<file path="src/rtl/cpu_ctrl_pkg.sv">
//------------------------------------------------------------------------------
// Module  : cpu_ctrl_pkg
// Brief   : Shared types and constants for the branch/flag control path.
// Revision: 1.0 - initial release
//------------------------------------------------------------------------------
`default_nettype none

package cpu_ctrl_pkg;

  typedef enum logic [2:0] {
    IDLE     = 3'd0,
    WAIT_ALU = 3'd1,
    FLAG_WR  = 3'd2,
    BR_REQ   = 3'd3,
    BR_EVAL  = 3'd4
  } state_t;

  typedef enum logic [1:0] {
    BR_EQ  = 2'd0,
    BR_NEG = 2'd1,
    BR_VF  = 2'd2
  } br_type_t;

  localparam int PC_INC = 4;

endpackage

`default_nettype wire

</file>
<file path="src/rtl/branch_resolve_ctrl_if.sv">
//------------------------------------------------------------------------------
// Module  : branch_resolve_ctrl_if
// Brief   : Decode handshake, ALU/CPSR side-band and fetch PC bundle.
// Revision: 1.0 - initial release
//------------------------------------------------------------------------------
`default_nettype none

interface branch_resolve_ctrl_if #(
  parameter int PC_WIDTH  = 32,
  parameter int OFF_WIDTH = 16
);

  logic                 instr_valid;
  logic                 instr_ready;
  logic                 is_setflags;
  logic                 is_beq;
  logic                 is_bneg;
  logic                 is_bvf;
  logic [OFF_WIDTH-1:0] br_offset;
  logic                 alu_done;
  logic                 cpsr_update;
  logic                 cpsr_reset;
  logic                 ben;
  logic                 bvf;
  logic                 cpsr_out;
  logic [PC_WIDTH-1:0]  pc;
  logic                 pc_we;
  logic                 taken;
  logic                 illegal;

  // Controller side
  modport master (
    input  instr_valid, is_setflags, is_beq, is_bneg, is_bvf, br_offset,
    input  alu_done, cpsr_out,
    output instr_ready, cpsr_update, cpsr_reset, ben, bvf,
    output pc, pc_we, taken, illegal
  );

  // Decode / ALU / CPSR / fetch side
  modport slave (
    output instr_valid, is_setflags, is_beq, is_bneg, is_bvf, br_offset,
    output alu_done, cpsr_out,
    input  instr_ready, cpsr_update, cpsr_reset, ben, bvf,
    input  pc, pc_we, taken, illegal
  );

endinterface

`default_nettype wire

</file>
<file path="src/rtl/pc_target_calc.sv">
//------------------------------------------------------------------------------
// Module  : pc_target_calc
// Brief   : Sequential PC and word-offset branch target (modulo 2^PC_WIDTH).
// Revision: 1.0 - initial release
//------------------------------------------------------------------------------
`default_nettype none

module pc_target_calc
  import cpu_ctrl_pkg::*;
#(
  parameter int PC_WIDTH  = 32,
  parameter int OFF_WIDTH = 16
) (
  input  wire logic [PC_WIDTH-1:0]  i_pc,
  input  wire logic [OFF_WIDTH-1:0] i_offset,
  output logic      [PC_WIDTH-1:0]  o_pc_plus4,
  output logic      [PC_WIDTH-1:0]  o_br_target
);

  logic [PC_WIDTH-1:0] w_off_ext;

  assign w_off_ext   = PC_WIDTH'($signed(i_offset));
  assign o_pc_plus4  = i_pc + PC_WIDTH'(PC_INC);
  // Offset counts words; target is relative to the sequential PC
  assign o_br_target = o_pc_plus4 + (w_off_ext << 2);

endmodule

`default_nettype wire

</file>
<file path="src/rtl/branch_resolve_ctrl.sv">
//------------------------------------------------------------------------------
// Module  : branch_resolve_ctrl
// Brief   : Sequences flag-setting ops and conditional branches, owns the PC.
// Revision: 1.0 - initial release
//------------------------------------------------------------------------------
`default_nettype none

module branch_resolve_ctrl
  import cpu_ctrl_pkg::*;
#(
  parameter int                  PC_WIDTH  = 32,
  parameter int                  OFF_WIDTH = 16,
  parameter logic [PC_WIDTH-1:0] RESET_PC  = '0
) (
  input wire logic              clk,
  input wire logic              reset_n,
  branch_resolve_ctrl_if.master bus
);

  state_t               r_state;
  state_t               w_state_nxt;
  br_type_t             r_br_type;
  br_type_t             w_br_type;
  logic [OFF_WIDTH-1:0] r_offset;
  logic [PC_WIDTH-1:0]  r_pc;
  logic [PC_WIDTH-1:0]  w_pc_nxt;
  logic [PC_WIDTH-1:0]  w_pc_plus4;
  logic [PC_WIDTH-1:0]  w_br_target;
  logic                 r_pc_we;
  logic                 w_pc_we_nxt;
  logic                 r_taken;
  logic                 w_taken_nxt;
  logic                 r_illegal;
  logic                 w_illegal_nxt;
  logic                 r_rst_hold;
  logic                 r_cpsr_reset;
  logic                 w_instr_ready;
  logic                 w_accept;
  logic [1:0]           w_br_cnt;
  logic                 w_is_illegal;
  logic                 w_br_active;

  pc_target_calc #(
    .PC_WIDTH  (PC_WIDTH),
    .OFF_WIDTH (OFF_WIDTH)
  ) u_pc_target_calc (
    .i_pc        (r_pc),
    .i_offset    (r_offset),
    .o_pc_plus4  (w_pc_plus4),
    .o_br_target (w_br_target)
  );

  assign w_instr_ready = (r_state == IDLE) && !r_cpsr_reset;
  assign w_accept      = bus.instr_valid && w_instr_ready;
  assign w_br_cnt      = {1'b0, bus.is_beq} + {1'b0, bus.is_bneg} + {1'b0, bus.is_bvf};
  assign w_is_illegal  = (w_br_cnt > 2'd1) || (bus.is_setflags && (w_br_cnt != 2'd0));
  assign w_br_type     = bus.is_bvf ? BR_VF : (bus.is_bneg ? BR_NEG : BR_EQ);

  always_comb begin
    w_state_nxt   = r_state;
    w_pc_nxt      = w_pc_plus4;
    w_pc_we_nxt   = 1'b0;
    w_taken_nxt   = 1'b0;
    w_illegal_nxt = 1'b0;
    case (r_state)
      IDLE: begin
        if (w_accept) begin
          if (w_is_illegal) begin
            w_illegal_nxt = 1'b1;
            w_pc_we_nxt   = 1'b1;
          end else if (bus.is_setflags) begin
            w_state_nxt = WAIT_ALU;
          end else if (w_br_cnt == 2'd1) begin
            w_state_nxt = BR_REQ;
          end else begin
            w_pc_we_nxt = 1'b1;
          end
        end
      end
      WAIT_ALU: begin
        if (bus.alu_done) begin
          w_state_nxt = FLAG_WR;
        end
      end
      FLAG_WR: begin
        w_pc_we_nxt = 1'b1;
        w_state_nxt = IDLE;
      end
      BR_REQ: begin
        w_state_nxt = BR_EVAL;
      end
      BR_EVAL: begin
        w_pc_we_nxt = 1'b1;
        w_taken_nxt = bus.cpsr_out;
        w_pc_nxt    = bus.cpsr_out ? w_br_target : w_pc_plus4;
        w_state_nxt = IDLE;
      end
      default: begin
        w_state_nxt = IDLE;
      end
    endcase
  end

  // cpsr_reset trails reset release by one full cycle via r_rst_hold
  always_ff @(posedge clk) begin
    if (!reset_n) begin
      r_state      <= IDLE;
      r_pc         <= RESET_PC;
      r_pc_we      <= 1'b0;
      r_taken      <= 1'b0;
      r_illegal    <= 1'b0;
      r_rst_hold   <= 1'b1;
      r_cpsr_reset <= 1'b1;
      r_br_type    <= BR_EQ;
      r_offset     <= '0;
    end else begin
      r_state      <= w_state_nxt;
      r_pc_we      <= w_pc_we_nxt;
      r_taken      <= w_taken_nxt;
      r_illegal    <= w_illegal_nxt;
      r_rst_hold   <= 1'b0;
      r_cpsr_reset <= r_rst_hold;
      if (w_pc_we_nxt) begin
        r_pc <= w_pc_nxt;
      end
      if (w_accept) begin
        r_br_type <= w_br_type;
        r_offset  <= bus.br_offset;
      end
    end
  end

  assign w_br_active = (r_state == BR_REQ) || (r_state == BR_EVAL);

  assign bus.instr_ready = w_instr_ready;
  assign bus.cpsr_update = (r_state == FLAG_WR);
  assign bus.cpsr_reset  = r_cpsr_reset;
  assign bus.ben         = w_br_active && (r_br_type != BR_VF);
  assign bus.bvf         = w_br_active && (r_br_type == BR_VF);
  assign bus.pc          = r_pc;
  assign bus.pc_we       = r_pc_we;
  assign bus.taken       = r_taken;
  assign bus.illegal     = r_illegal;

endmodule

`default_nettype wire

</file>
<file path="src/flat_wrapper.sv">
// flat-port wrapper written by rule: the top's interface ports become plain ports
module branch_resolve_ctrl_flat import cpu_ctrl_pkg::*;
#(
  parameter int                  PC_WIDTH  = 32,
  parameter int                  OFF_WIDTH = 16,
  parameter logic [PC_WIDTH-1:0] RESET_PC  = '0
)
  (clk, reset_n, bus_instr_valid, bus_is_setflags, bus_is_beq, bus_is_bneg, bus_is_bvf, bus_br_offset, bus_alu_done, bus_cpsr_out, bus_instr_ready, bus_cpsr_update, bus_cpsr_reset, bus_ben, bus_bvf, bus_pc, bus_pc_we, bus_taken, bus_illegal);
  branch_resolve_ctrl_if #(.PC_WIDTH(PC_WIDTH), .OFF_WIDTH(OFF_WIDTH)) bus_i ();
  input wire logic clk;
  input wire logic reset_n;
  input wire logic [$bits(bus_i.instr_valid)-1:0] bus_instr_valid;
  input wire logic [$bits(bus_i.is_setflags)-1:0] bus_is_setflags;
  input wire logic [$bits(bus_i.is_beq)-1:0] bus_is_beq;
  input wire logic [$bits(bus_i.is_bneg)-1:0] bus_is_bneg;
  input wire logic [$bits(bus_i.is_bvf)-1:0] bus_is_bvf;
  input wire logic [$bits(bus_i.br_offset)-1:0] bus_br_offset;
  input wire logic [$bits(bus_i.alu_done)-1:0] bus_alu_done;
  input wire logic [$bits(bus_i.cpsr_out)-1:0] bus_cpsr_out;
  output wire logic [$bits(bus_i.instr_ready)-1:0] bus_instr_ready;
  output wire logic [$bits(bus_i.cpsr_update)-1:0] bus_cpsr_update;
  output wire logic [$bits(bus_i.cpsr_reset)-1:0] bus_cpsr_reset;
  output wire logic [$bits(bus_i.ben)-1:0] bus_ben;
  output wire logic [$bits(bus_i.bvf)-1:0] bus_bvf;
  output wire logic [$bits(bus_i.pc)-1:0] bus_pc;
  output wire logic [$bits(bus_i.pc_we)-1:0] bus_pc_we;
  output wire logic [$bits(bus_i.taken)-1:0] bus_taken;
  output wire logic [$bits(bus_i.illegal)-1:0] bus_illegal;
  assign bus_i.instr_valid = bus_instr_valid;
  assign bus_i.is_setflags = bus_is_setflags;
  assign bus_i.is_beq = bus_is_beq;
  assign bus_i.is_bneg = bus_is_bneg;
  assign bus_i.is_bvf = bus_is_bvf;
  assign bus_i.br_offset = bus_br_offset;
  assign bus_i.alu_done = bus_alu_done;
  assign bus_i.cpsr_out = bus_cpsr_out;
  assign bus_instr_ready = bus_i.instr_ready;
  assign bus_cpsr_update = bus_i.cpsr_update;
  assign bus_cpsr_reset = bus_i.cpsr_reset;
  assign bus_ben = bus_i.ben;
  assign bus_bvf = bus_i.bvf;
  assign bus_pc = bus_i.pc;
  assign bus_pc_we = bus_i.pc_we;
  assign bus_taken = bus_i.taken;
  assign bus_illegal = bus_i.illegal;
  branch_resolve_ctrl #(.PC_WIDTH(PC_WIDTH), .OFF_WIDTH(OFF_WIDTH), .RESET_PC(RESET_PC)) u_core (.clk(clk), .reset_n(reset_n), .bus(bus_i));
endmodule
</file>
<file path="config.mk">
export PLATFORM = sky130hd
export DESIGN_NAME = branch_resolve_ctrl_flat
export DESIGN_NICKNAME = d
export VERILOG_FILES = /design/src/rtl/cpu_ctrl_pkg.sv /design/src/rtl/branch_resolve_ctrl_if.sv /design/src/rtl/pc_target_calc.sv /design/src/rtl/branch_resolve_ctrl.sv /design/src/flat_wrapper.sv
export SDC_FILE = /design/constraint.sdc
export NUM_CORES = 1
export LEC_CHECK = 0
export CORE_AREA = 2 2 105 107
export CTS_CLUSTER_SIZE = 30
export DETAILED_ROUTE_END_ITERATION = 10
export DIE_AREA = 0 0 107 109
export PLACE_DENSITY = 0.67
export SLEW_MARGIN = 40
export SYNTH_ARGS = -nofsm -noshare
export SYNTH_HDL_FRONTEND = slang
export SYNTH_HIERARCHICAL = 1
export SYNTH_SLANG_ARGS = --single-unit
</file>
<file path="constraint.sdc">
create_clock -name clk -period 5.4 [get_ports clk]
set_input_delay 1.62 -clock clk [delete_from_list [all_inputs] [get_ports clk]]
set_output_delay 1.62 -clock clk [all_outputs]
set_load 0.05 [all_outputs]
</file>
**After elaboration in Yosys (flattened, before gate mapping)**

Cells that the tools add are included.

- Output and inout bits: 40
- Bits in registers: 58
- Logic and storage cells: 56
- Bits of input ports: 25

- Eq/ne operators: 11
- $lt $le $gt $ge: 1
- Add/subtract/negate cells: 4
- Reductions and logical operators: 14
- Multiplexer cells: 17

Operators by type and width:

| kind | number |
|---|---|
| two-way mux 32 bit | 2 |
| adder 32 x 3 -> 32 bit, second input constant | 1 |
| adder 32 bit | 1 |
| two-way mux 3 bit | 5 |
| case mux 3 bit (3 select lines) | 1 |
| two-way mux 1 bit | 7 |
| == test 3 x 2 -> 1 bit, second input constant | 2 |
| inequality test 2 bit, second input constant | 3 |
| logical AND 1 bit | 5 |
| AND reduction 4 bit | 1 |
| == test 3 x 1 -> 1 bit, second input constant | 1 |
| == test 3 bit, second input constant | 1 |
| zero test 3 bit | 1 |
| inequality test 3 bit, second input constant | 1 |
| AND reduction 3 bit | 1 |
| adder 1 x 1 -> 2 bit | 1 |
| adder 2 x 1 -> 2 bit | 1 |
| == test 2 x 1 -> 1 bit, second input constant | 1 |
| == test 2 bit, second input constant | 1 |
| greater-than comparator 2 x 1 -> 1 bit, second input constant | 1 |
| logical OR 1 bit | 2 |
| two-way mux 2 bit | 1 |
| inequality test 2 x 1 -> 1 bit, second input constant | 1 |
| case mux 1 bit (2 select lines) | 1 |
| 4 further kinds | 4 |

**Logic depth before layout (Yosys ltp)**

Gate-level depths: netlist of run 1.

- Depth after elaboration: 8
- Mapped depth: 16
- Depth with buffers taken out: 15

**By module**

Netlist of run 1, hierarchy kept.

Modules (own cells, without submodules):

| module | times used | cells each | area each (um^2) | seq. area each (um^2) |
|---|---|---|---|---|
| branch_resolve_ctrl | 1 | 268 | 2469.9 | 1161.1 |
| pc_target_calc | 1 | 311 | 2205.9 | 0.0 |

**Worst setup path after synthesis of run 1**

OpenSTA, ideal clock, no wires.

- Path type: flip-flop to flip-flop
- Start: reg u_core.r_pc[10], in the netlist u_core/bus.pc[10]
- End: reg u_core.r_pc[30], in the netlist u_core/bus.pc[30]
- Stages on the path, launching flop included: 16
- Period minus slack after synthesis: 3792 ps
- Required time: 5276 ps
- Setup time: 124 ps
- Path slack: 1608 ps
- Buffers on the path: 1
- Data arrival time: 3668 ps
- Cell sequence: dfxtp_1 > and4_1 > and4_1 > nand3_1 > nor2_1 > nand4_1 > xnor2_1 > ha_1 > clkbuf_1 > nand4_1 > or3_1 > nor4_1 > o221ai_1 > xnor2_1 > mux2i_1 > a21oi_1

- Cells in the longest elaborated chain, start to end: 4

RTL lines:

| what | RTL line | RTL |
|---|---|---|
| start: declaration | branch_resolve_ctrl.sv:25 | `logic [PC_WIDTH-1:0] r_pc;` |
| start signal: assignment | branch_resolve_ctrl.sv:124 | `r_pc <= w_pc_nxt;` |
| adder 32 x 3 -> 32 bit | pc_target_calc.sv:23 | `assign o_pc_plus4 = i_pc + PC_WIDTH'(PC_INC);` |
| named net u_core.w_pc_plus4[25] | branch_resolve_ctrl.sv:27 | `logic [PC_WIDTH-1:0] w_pc_plus4;` |
| adder 32 bit | pc_target_calc.sv:25 | `assign o_br_target = o_pc_plus4 + (w_off_ext << 2);` |
| named net u_core.w_br_target[30] | branch_resolve_ctrl.sv:28 | `logic [PC_WIDTH-1:0] w_br_target;` |
| two-way mux 32 bit | branch_resolve_ctrl.sv:95 | `w_pc_nxt = bus.cpsr_out ? w_br_target : w_pc_plus4;` |
| two-way mux 32 bit | branch_resolve_ctrl.sv:65 | `case (r_state)` |

The timed path passes the listed nets, and every way through them passes these cells.
A chain may end at the register's enable or synchronous reset.

**Worst setup path after layout of run 1**

- Start: reg u_core.r_pc[4], in the netlist u_core/bus.pc[4]
- End: reg u_core.r_pc[31], in the netlist u_core/bus.pc[31]

The elaborated chain is that of the path after synthesis.

==> results of run 1 <==
[critical path, delay by kind of cell (launching register included)]
| family | cells | cell delay (ns) |
|---|---|---|
| flops | 1 | 0.45 |
| xor+xnor | 2 | 0.43 |
| compound gates | 6 | 1.53 |
| fa+ha+maj | 1 | 0.35 |
| simple gates | 4 | 0.96 |
| mux | 1 | 0.13 |
[power by group through the flow]
stage               combinational, mW  sequential, mW  clock (mW)
floorplan                       0.151           0.541           0
global placement                0.284           0.492           0
detailed placement              0.288           0.492           0
CTS                             0.291           0.483       0.394
global route                    0.315           0.487       0.413
finish                          0.292           0.483       0.382
[cells in the mapped netlist, types with 4 or more instances]
library cell,number,area share
buf_2,7,0.0075
and3_1,6,0.0080
nor4_1,6,0.0080
nor3_1,8,0.0086
o21ai_0,17,0.018
nor2_1,20,0.016
and2_1,5,0.0067
dfxtp_1,58,0.25
a21o_1,7,0.011
nand3_1,23,0.025
a21oi_1,79,0.085
mux2i_1,33,0.071
a221oi_1,4,0.0075
o21bai_1,4,0.0064
xnor2_1,37,0.069
xor2_1,22,0.041
buf_4,5,0.0080
or3_1,4,0.0054
ha_1,33,0.088
a31oi_1,4,0.0054
and4_1,8,0.015
inv_1,10,0.0080
nand4_1,13,0.017
o31ai_1,33,0.053
nand2_1,69,0.055
clkbuf_1,20,0.016
[logic make-up after synthesis]
logic type	Yosys count	share of synthesized area
XOR/XNOR	59	0.111
AO/OA/AOI/OAI	173	0.240
multiplexers	33	0.0706
buffers and inverters	45	0.0468
adder cells (fa/ha/maj)	35	0.0969
flip-flops	58	0.248
AND/OR/NAND/NOR	176	0.187
[state kept, by name, summed over array words and instances (netlist names)]
| signal | cells |
|---|---|
| u_core/r_rst_hold | 1 |
| u_core/r_br_type | 2 |
| u_core/bus.pc_we | 1 |
| u_core/bus.pc | 32 |
| u_core/bus.taken | 1 |
| u_core/bus.illegal | 1 |
| u_core/r_state | 3 |
| u_core/bus.cpsr_reset | 1 |
| u_core/r_offset | 16 |
[cell type report]
class | count | area (µm²) | area share
Multi-Input combinational cell | 476 | 3310 | 0.596
Sequential cell | 58 | 1160 | 0.209
Inverter | 10 | 37.5 | 0.00676
Timing Repair Buffer | 70 | 689 | 0.124
Tap cell | 140 | 175 | 0.0316
Clock buffer | 13 | 139 | 0.0250
Clock inverter | 3 | 40.0 | 0.00721
[per-layer routing]
layer / up-vias / track usage
met5: - / 0
met4: 0 / 0.0807
met3: 19 / 0.0418
met2: 116 / 0.419
met1: 2202 / 0.297
li1: 2225 / -
[final timing paths]
path,from,end,slack [ns],cells after the start
setup reg to reg,u_core/bus.pc[4],u_core/bus.pc[31],1.39,14
hold / removal,u_core/r_rst_hold,u_core/bus.cpsr_reset,0.42,1
hold reg to reg,u_core/r_rst_hold,u_core/bus.cpsr_reset,0.42,1
setup / recovery,u_core/bus.pc[4],u_core/bus.pc[31],1.39,14
[metrics by stage]
step / setup WS [ns] / power, mW / hold slack, ns / std cells
2_1_floorplan: 1.61 / 0.691 / 0.386 / 579
3_3_place_gp: 1.14 / 0.775 / 0.392 / 753
3_5_place_dp: 1.40 / 0.781 / 0.402 / 754
4_1_cts: 1.44 / 1.17 / 0.421 / 770
5_1_grt: 1.03 / 1.21 / 0.441 / 770
6_report: 1.39 / 1.16 / 0.420 / 770
==> flow_summary_export.csv, run 1 <==
group,metric,value,unit
run_status,outcome,"complete, no violations",
clock_tree,clkSinkCount,58,
placed_design,gp_congestion,0.914,
final_layout,most-common-layout-cells,"a21oi_1 (79), nand2_1 (69), clkdlybuf4s50_1 (64), dfxtp_1 (58), xnor2_1 (37)",
clock_tree,cts_made_buffers,9,
synth,netlist-cell-type-count,57,
worst_setup_path,path_cells,"and4_1 -> and3_1 -> and2_1 -> nand4_1 -> xnor2_1 -> ha_1 -> a211oi_1 -> o211ai_1 -> a21boi_0 -> o21ai_0 -> a31oi_1 -> xnor2_1 -> mux2i_1 -> a21oi_1",
timing,setup_viol,0,
floorplan,die_h,109,µm
worst_setup_path,crit_path_start_kind,"flip-flop",
synth,ys_seq_area_frac,0.248,
timing,max_slew_margin,0.476,
synth,async_reset_ff_frac,0,
timing,worst_pin_slew,0.785,ns
drt,top_layer,"met4",
timing,finalHoldViolCount,0,
timing,tns,0,ns
synth,yosys_warnings,6,
drt,first_iter_violations,228,
drt,drtPass1Iterations,5,
global_route,grt_pass1_wl,22.0,mm
power,p_sw_frac,0.330,
drt,antenna_left,0,
floorplan,io_pins,65,
power,clkPwrFrac,0.330,
power,p_per_area,208,nW/µm²
synth,synthesis.area,4680,µm²
worst_setup_path,critPathRequiredTime,5.60,ns
drt,post_drt_wl_per_cell,17.6,µm
clock_tree,clock_path_buffers,2,
timing,max_freq,249,MHz
final_layout,areaGrowthSynthToFinish,18.7,%
final_layout,nets,685,
synth,syn-num-nets,639,
floorplan,fp.coreArea,10600,µm²
drt,drt-total-wl,13.5,mm
power,seq_power_share,0.417,
power,intPower,775,µW
clock_tree,root_buffer,"clkbuf_8",
clock_tree,cts.clk_slew.worst_paths,0.06,ns
worst_setup_path,crit_slowest_cell,"a21boi_0",
floorplan,num_rows,38,
floorplan,initial_core_util,0.441,
clock_tree,postCtsSetupBuffers,0,
drt,met1Wirelength,5.84,mm
worst_setup_path,max_stage_delay,0.50,ns
worst_setup_path,path_class,"flip-flop to flip-flop",
synth,avgSynthCellArea,8.08,µm²
timing,slew_viol_final,0,
power,p_sw,382,µW
min_path,hp-class,"flip-flop to flip-flop",
final_layout,drive_above_1_share,0.0492,
final_layout,utilization,0.524,
placed_design,numPortBuffers,64,
placed_design,placed_cell_area,5370,µm²
global_route,grt_antenna_before_repair,0,
power,power.leakage,2.14,nW
clock_tree,holdBufCountCts,0,
drt,vias_per_cell,5.92,
worst_setup_path,critPathMostFrequentCell,"xnor2_1",
timing,rsz0062_at_grt,"no",
synth,synth_flop_cell,"dfxtp_1",
worst_setup_path,cp-end-kind,"flip-flop",
final_layout,num-fill-cells,1067,
final_layout,n_antenna_cell,0,
final_layout,mostFrequentLayoutCell,"a21oi_1",
drt,wl_met2,6.87,mm
timing,skew,0.00711,ns
worst_setup_path,cp.arrival,4.21,ns
worst_setup_path,crit_fanout,7,
drt,drc_errors,0,
global_route,grt-ovfl-total,0,
placed_design,hpwl,9.85,mm
timing,period_needed,4.01,ns
global_route,grt_max_degree,37,
drt,wl_met3,604,µm
global_route,grtUsageTotal,0.239,
drt,num_vias,4562,
job,maxCapViolCount,0,
synth,synth-edff-count,0,
final_layout,final_area,5550,µm²
floorplan,die_w,107,µm
global_route,grt_pass1_vias,4361,
clock_tree,clk_latency,0.35,ns
clock_tree,htreeDepth,3,
floorplan,dieArea,11700,µm²
power,ir_drop,0.127,mV
synth,synth_cells,579,
synth,synth-seq-cells,58,
clock_tree,cts_tree,"yes",
power,comb_power_share,0.252,
clock_tree,ctsResizeCount,0,
timing,final.period_utilization,0.742,
Power figures use the tool's default switching activity.
==> run 2: changes to the inputs <==
==> constraint.sdc (replaced) <==
create_clock -name clk -period 4 [get_ports clk]
set_input_delay 1.2 -clock clk [delete_from_list [all_inputs] [get_ports clk]]
set_output_delay 1.2 -clock clk [all_outputs]
set_load 0.05 [all_outputs]
==> run 2 against run 1 <==
Against the previous run: clock skew rose by 0.00080 ns; total power rose by 55%; clock-buffer cell count fell by 4; final cell count rose by 0.39%; register-to-register slack got worse by 1.1 ns; die area did not move; combinational power rose by 37%; critical path depth did not move; design area rose by 2.8%; global-route usage rose by 0.77 points; wire length rose by 1.3%; core utilization rose by 1.5 points; critical endpoint is now u_core/bus.pc[30]; largest power group is now the clock network.
==> flow_summary_export.csv, run 2 (synthesized netlist as in run 1, its figures left out) <==
group,metric,value,unit
clock_tree,cts_tree,"yes",
min_path,min_path_cells,1,
drt,first_iter_violations,241,
worst_setup_path,r2r_end,"u_core/bus.pc[30]",
min_path,hp-class,"flip-flop to flip-flop",
timing,period_needed,3.75,ns
final_layout,drive_above_1_share,0.0790,
final_layout,nets,688,
worst_setup_path,crit_fanout,8,
power,ir_drop,0.176,mV
worst_setup_path,r2r_slack,0.25,ns
worst_setup_path,rr_worst_depth,14,
floorplan,num_rows,38,
timing,skew,0.00791,ns
worst_setup_path,path_delay_family,"simple AND/OR/NAND/NOR gates",
worst_setup_path,startpoint,"u_core/bus.pc[13]",
power,total_power,1.79,mW
drt,num_vias,4527,
worst_setup_path,critPathRequiredTime,4.23,ns
power,p_per_area,314,nW/µm²
placed_design,gp_congestion,0.997,
global_route,grt_max_degree,37,
clock_tree,holdBufCountCts,0,
run_status,outcome,"complete, no violations",
placed_design,numPortBuffers,64,
timing,slew_viol_final,0,
timing,max_freq,266,MHz
global_route,grtUsageTotal,0.247,
timing,worst_pin_slew,0.759,ns
worst_setup_path,path_class,"flip-flop to flip-flop",
clock_tree,postCtsSetupBuffers,0,
clock_tree,htreeDepth,3,
placed_design,placed_cell_area,5390,µm²
clock_tree,clock_path_buffers,2,
drt,drtPass1Iterations,5,
global_route,grt_antenna_before_repair,0,
timing,setup_viol,0,
clock_tree,clkSinkCount,58,
final_layout,final_area,5710,µm²
clock_tree,root_buffer,"clkbuf_8",
floorplan,io_pins,65,
drt,drc_errors,0,
floorplan,initial_core_util,0.441,
clock_tree,cts.clk_slew.worst_paths,0.08,ns
clock_tree,clk_latency,0.36,ns
timing,max_slew_margin,0.493,
worst_setup_path,cp-end-kind,"flip-flop",
timing,finalHoldViolCount,0,
job,maxCapViolCount,0,
drt,vias_per_cell,5.86,
floorplan,dieArea,11700,µm²
drt,drt-total-wl,13.7,mm
placed_design,dp_cells,757,
worst_setup_path,cp.arrival,3.99,ns
timing,final.period_utilization,0.938,
floorplan,die_h,109,µm
final_layout,stdcell_count,773,
global_route,grt_pass1_wl,22.6,mm
power,power.leakage,2.19,nW
placed_design,hpwl,10.1,mm
final_layout,mostFrequentLayoutCell,"a21oi_1",
final_layout,largest_reg_flops,32,
worst_setup_path,critPathBufInv,0,
clock_tree,cts_made_buffers,9,
floorplan,die_w,107,µm
floorplan,fp.coreArea,10600,µm²
timing,rsz0062_at_grt,"no",
worst_setup_path,path_cells,"and4_1 -> and4_1 -> nand3_2 -> nor2_4 -> nand4_1 -> xnor2_1 -> ha_2 -> nand4_1 -> or3_1 -> nor4_2 -> o221ai_1 -> xnor2_1 -> mux2i_1 -> a21oi_1",
global_route,grt_pass1_vias,4627,
drt,antenna_left,0,
final_layout,most-common-layout-cells,"a21oi_1 (78), nand2_1 (69), clkdlybuf4s50_1 (64), dfxtp_1 (55), xnor2_1 (37)",
final_layout,n_antenna_cell,0,
global_route,grt-ovfl-total,0,
final_layout,areaGrowthSynthToFinish,22.0,%
drt,post_drt_wl_per_cell,17.7,µm
worst_setup_path,crit_slowest_cell,"ha_2",
worst_setup_path,crit_path_start_kind,"flip-flop",
worst_setup_path,max_stage_delay,0.45,ns
min_path,holdPathEnd,"u_core/bus.cpsr_reset",
timing,tns,0,ns
min_path,worstHoldStart,"u_core/r_rst_hold",
worst_setup_path,worstReg2RegStart,"u_core/bus.pc[13]",
==> run 2: cell types whose count changed in the layout (fill, tap and decap cells not counted), sizes merged <==
cell      before  now
bufinv         1    4
clkbuf        13    9
buf            6    9
clkinvlp       0    1
==> run 2: per-stage QoR <==
stage / setup slack (ns) / utilization / hold slack, ns
floorplan: 0.208 / - / 0.386
global placement: -0.0540 / 0.508 / 0.393
detailed placement: -0.0451 / 0.508 / 0.419
CTS: 0.0311 / 0.534 / 0.445
global route: 0.0139 / 0.538 / 0.447
finish: 0.246 / 0.538 / 0.436
==> run 2: what timing repair did <==
item,in CTS,in global routing
gates cloned,0,0
hold endpoints to repair,0,0
pin swaps,0,0
endpoints found under the setup margin,1,7
gates resized for setup,1,15
==> run 2: power breakdown <==
part	total, mW	internal (mW)	leakage (nW)	switching (mW)
combinational	0.399	0.155	1.58	0.244
sequential	0.653	0.608	0.474	0.0450
clock	0.741	0.476	0.129	0.264
==> run 2: worst max path at each step <==
stage | end | slack [ns] | depth (start not counted)
CTS | u_core/bus.pc[30] | 0.03 | 14
floorplan | u_core/bus.pc[30] | 0.21 | 15
global route | u_core/bus.pc[29] | 0.01 | 14
global placement | u_core/bus.pc[30] | -0.05 | 14
detailed placement | u_core/bus.pc[30] | -0.05 | 14
finish | u_core/bus.pc[30] | 0.25 | 14
==> run 2: final cells by class <==
class	instances	area, µm²
fill	998	4900
multi-input combinational	476	3350
sequential	58	1160
timing repair buffer	73	708
tap	140	175
clock inverter	7	141
clock buffer	9	124
inverter	10	37.5
==> run 2: per-layer routing <==
| layer | up-vias | share of wire | track usage |
|---|---|---|---|
| met3 | 31 | 0.036 | 0.0317 |
| met1 | 2157 | 0.44 | 0.307 |
| li1 | 2229 | - | - |
| met4 | 0 | 0.028 | 0.120 |
| met2 | 110 | 0.50 | 0.424 |
| met5 | - | 0 | 0 |
==> run 2: worst reg2reg max path, cell delays in order, from the launching register on <==
cell      delay [ns]
dfxtp_1         0.43
and4_1          0.28
and4_1          0.29
nand3_2         0.17
nor2_4          0.17
nand4_1         0.13
xnor2_1         0.20
ha_2            0.45
nand4_1         0.20
or3_1           0.42
nor4_2          0.35
o221ai_1        0.17
xnor2_1         0.15
mux2i_1         0.14
a21oi_1         0.08
==> run 3: changes to the inputs <==
--- a/config.mk
+++ b/config.mk
@@ -9,6 +9,7 @@
 export CTS_CLUSTER_SIZE = 30
 export DETAILED_ROUTE_END_ITERATION = 10
 export DIE_AREA = 0 0 107 109
+export MAX_ROUTING_LAYER = met4
 export PLACE_DENSITY = 0.67
 export SLEW_MARGIN = 40
 export SYNTH_ARGS = -nofsm -noshare
==> run 3 against run 2 <==
Against the previous run: clock power shrank 17%; clock-buffer cell count is the same; design area shrank 0.46%; worst setup slack gained 0.0078 ns; global-route usage grew 0.45 points; core utilization shrank 0.25 points; worst hold slack lost 0.013 ns; combinational power is essentially flat; critical path depth grew 1; register-to-register slack is essentially flat; largest power group is now registers; highest routed layer unchanged.
==> flow_summary_export.csv, run 3 (synthesized netlist as in run 1, its figures left out) <==
group,metric,value,unit
drt,first_iter_violations,295,
min_path,min_path_cells,1,
power,comb_power_share,0.240,
floorplan,io_pins,65,
clock_tree,clock_path_buffers,2,
power,power.leakage,2.18,nW
timing,tns,0,ns
power,p_sw,552,µW
clock_tree,clk_latency,0.36,ns
final_layout,nets,690,
power,total_power,1.67,mW
placed_design,hpwl,10.2,mm
final_layout,drive_above_1_share,0.0803,
worst_setup_path,rr_worst_depth,15,
placed_design,gp_congestion,0.965,
global_route,grt_max_degree,37,
timing,period_needed,3.75,ns
clock_tree,root_buffer,"clkbuf_8",
timing,max_slew_margin,0.487,
min_path,holdPathEnd,"u_core/bus.cpsr_reset",
timing,final.period_utilization,0.937,
final_layout,mostFrequentLayoutCell,"a21oi_1",
worst_setup_path,path_class,"flip-flop to flip-flop",
drt,drc_errors,0,
clock_tree,cts.clk_slew.worst_paths,0.08,ns
worst_setup_path,worstReg2RegStart,"u_core/bus.pc[12]",
min_path,hp-class,"flip-flop to flip-flop",
timing,worst_pin_slew,0.768,ns
worst_setup_path,r2r_slack,0.25,ns
power,intPower,1.11,mW
final_layout,num-fill-cells,976,
worst_setup_path,cp-end-kind,"flip-flop",
drt,num_vias,4644,
floorplan,fp.coreArea,10600,µm²
clock_tree,htreeDepth,3,
min_path,worstHoldStart,"u_core/r_rst_hold",
final_layout,largest_reg_flops,32,
job,maxCapViolCount,0,
floorplan,dieArea,11700,µm²
final_layout,areaGrowthSynthToFinish,21.5,%
timing,max_freq,267,MHz
timing,slew_viol_final,0,
power,clkPwrFrac,0.367,
floorplan,initial_core_util,0.441,
timing,setup_viol,0,
global_route,grtUsageTotal,0.251,
drt,antenna_left,0,
global_route,grt-ovfl-total,0,
floorplan,die_h,109,µm
worst_setup_path,cp.arrival,4.04,ns
drt,drtPass1Iterations,5,
final_layout,most-common-layout-cells,"a21oi_1 (77), nand2_1 (69), clkdlybuf4s50_1 (64), dfxtp_1 (56), xnor2_1 (36)",
worst_setup_path,critPathRequiredTime,4.29,ns
power,seq_power_share,0.393,
worst_setup_path,crit_fanout,7,
power,p_sw_frac,0.332,
drt,drt-total-wl,13.8,mm
final_layout,n_antenna_cell,0,
power,ir_drop,0.192,mV
clock_tree,cts_made_buffers,9,
final_layout,stdcell_count,775,
clock_tree,clkSinkCount,58,
drt,vias_per_cell,5.99,
timing,finalHoldViolCount,0,
clock_tree,cts_tree,"yes",
global_route,grt_pass1_vias,4466,
power,p_per_area,293,nW/µm²
worst_setup_path,crit_path_start_kind,"flip-flop",
drt,post_drt_wl_per_cell,17.8,µm
run_status,outcome,"complete, no violations",
timing,skew,0.00949,ns
global_route,grt_pass1_wl,22.4,mm
floorplan,num_rows,38,
worst_setup_path,r2r_end,"u_core/bus.pc[29]",
global_route,grt_antenna_before_repair,0,
placed_design,numPortBuffers,64,
placed_design,dp_cells,757,
floorplan,die_w,107,µm
==> run 3: power by group through the flow <==
stage	registers [mW]	clock network (mW)	logic, mW
2_1_floorplan	0.730	0	0.203
4_1_cts	0.653	0.625	0.395
5_1_grt	0.659	0.654	0.431
3_3_place_gp	0.665	0	0.388
6_report	0.654	0.612	0.400
3_5_place_dp	0.665	0	0.392
==> run 3: how the worst max path moves through the flow <==
stage | startpoint | cells past startpoint | endpoint | slack (ns)
final | u_core/bus.pc[12] | 15 | u_core/bus.pc[29] | 0.25
after global placement | u_core/bus.pc[11] | 14 | u_core/bus.pc[30] | -0.02
after floorplan | u_core/bus.pc[10] | 15 | u_core/bus.pc[30] | 0.21
after CTS | u_core/bus.pc[10] | 14 | u_core/bus.pc[30] | 0.05
after detailed placement | u_core/bus.pc[10] | 14 | u_core/bus.pc[30] | -0.03
after global routing | u_core/bus.pc[4] | 14 | u_core/bus.pc[29] | -0.02
==> run 3: repair_timing <==
item / CTS / global route
setup buffers: 0 / 2
cloned: 0 / 0
pin swaps: 0 / 1
setup endpoints to repair: 1 / 7
resized for setup: 1 / 14
hold buffers: 0 / 0
==> run 3: area by class of cell <==
| type | count | area (µm²) | area share |
|---|---|---|---|
| clock buffer | 9 | 124 | 0.0218 |
| tap | 140 | 175 | 0.0308 |
| inverter | 10 | 37.5 | 0.00661 |
| multi-input combinational | 476 | 3360 | 0.592 |
| timing repair buffer | 75 | 723 | 0.127 |
| clock inverter | 7 | 93.8 | 0.0165 |
| sequential | 58 | 1160 | 0.205 |
==> run 3: stage by stage <==
stage                     area [µm²]  worst slack [ns]  utilization  hold slack (ns)
after CTS                       5610            0.0474        0.529            0.423
after global routing            5680           -0.0187        0.536            0.442
after floorplan                 4680             0.208            -            0.386
after detailed placement        5390           -0.0267        0.508            0.405
after global placement          5390           -0.0224        0.508            0.393
final                           5680             0.254        0.536            0.424
==> run 3: worst max-delay path, stage by stage (launching register included) <==
cell and delay [ns]:
dfxtp_1 0.44, and4_1 0.29, and4_1 0.30, nand3_2 0.17
nor2_2 0.20, nand3_1 0.11, xnor2_1 0.23, ha_1 0.35
a21oi_2 0.25, o21ai_0 0.20, a221oi_1 0.30, a2bb2oi_1 0.19
a31oi_1 0.25, xnor2_1 0.16, mux2i_1 0.10, a21oi_1 0.15
==> run 3: metal layers <==
layer | part of all wire | global-route usage
met1 | 0.44 | 0.311
met2 | 0.50 | 0.420
met3 | 0.046 | 0.0418
met4 | 0.015 | 0.0807
met5 | 0 | -
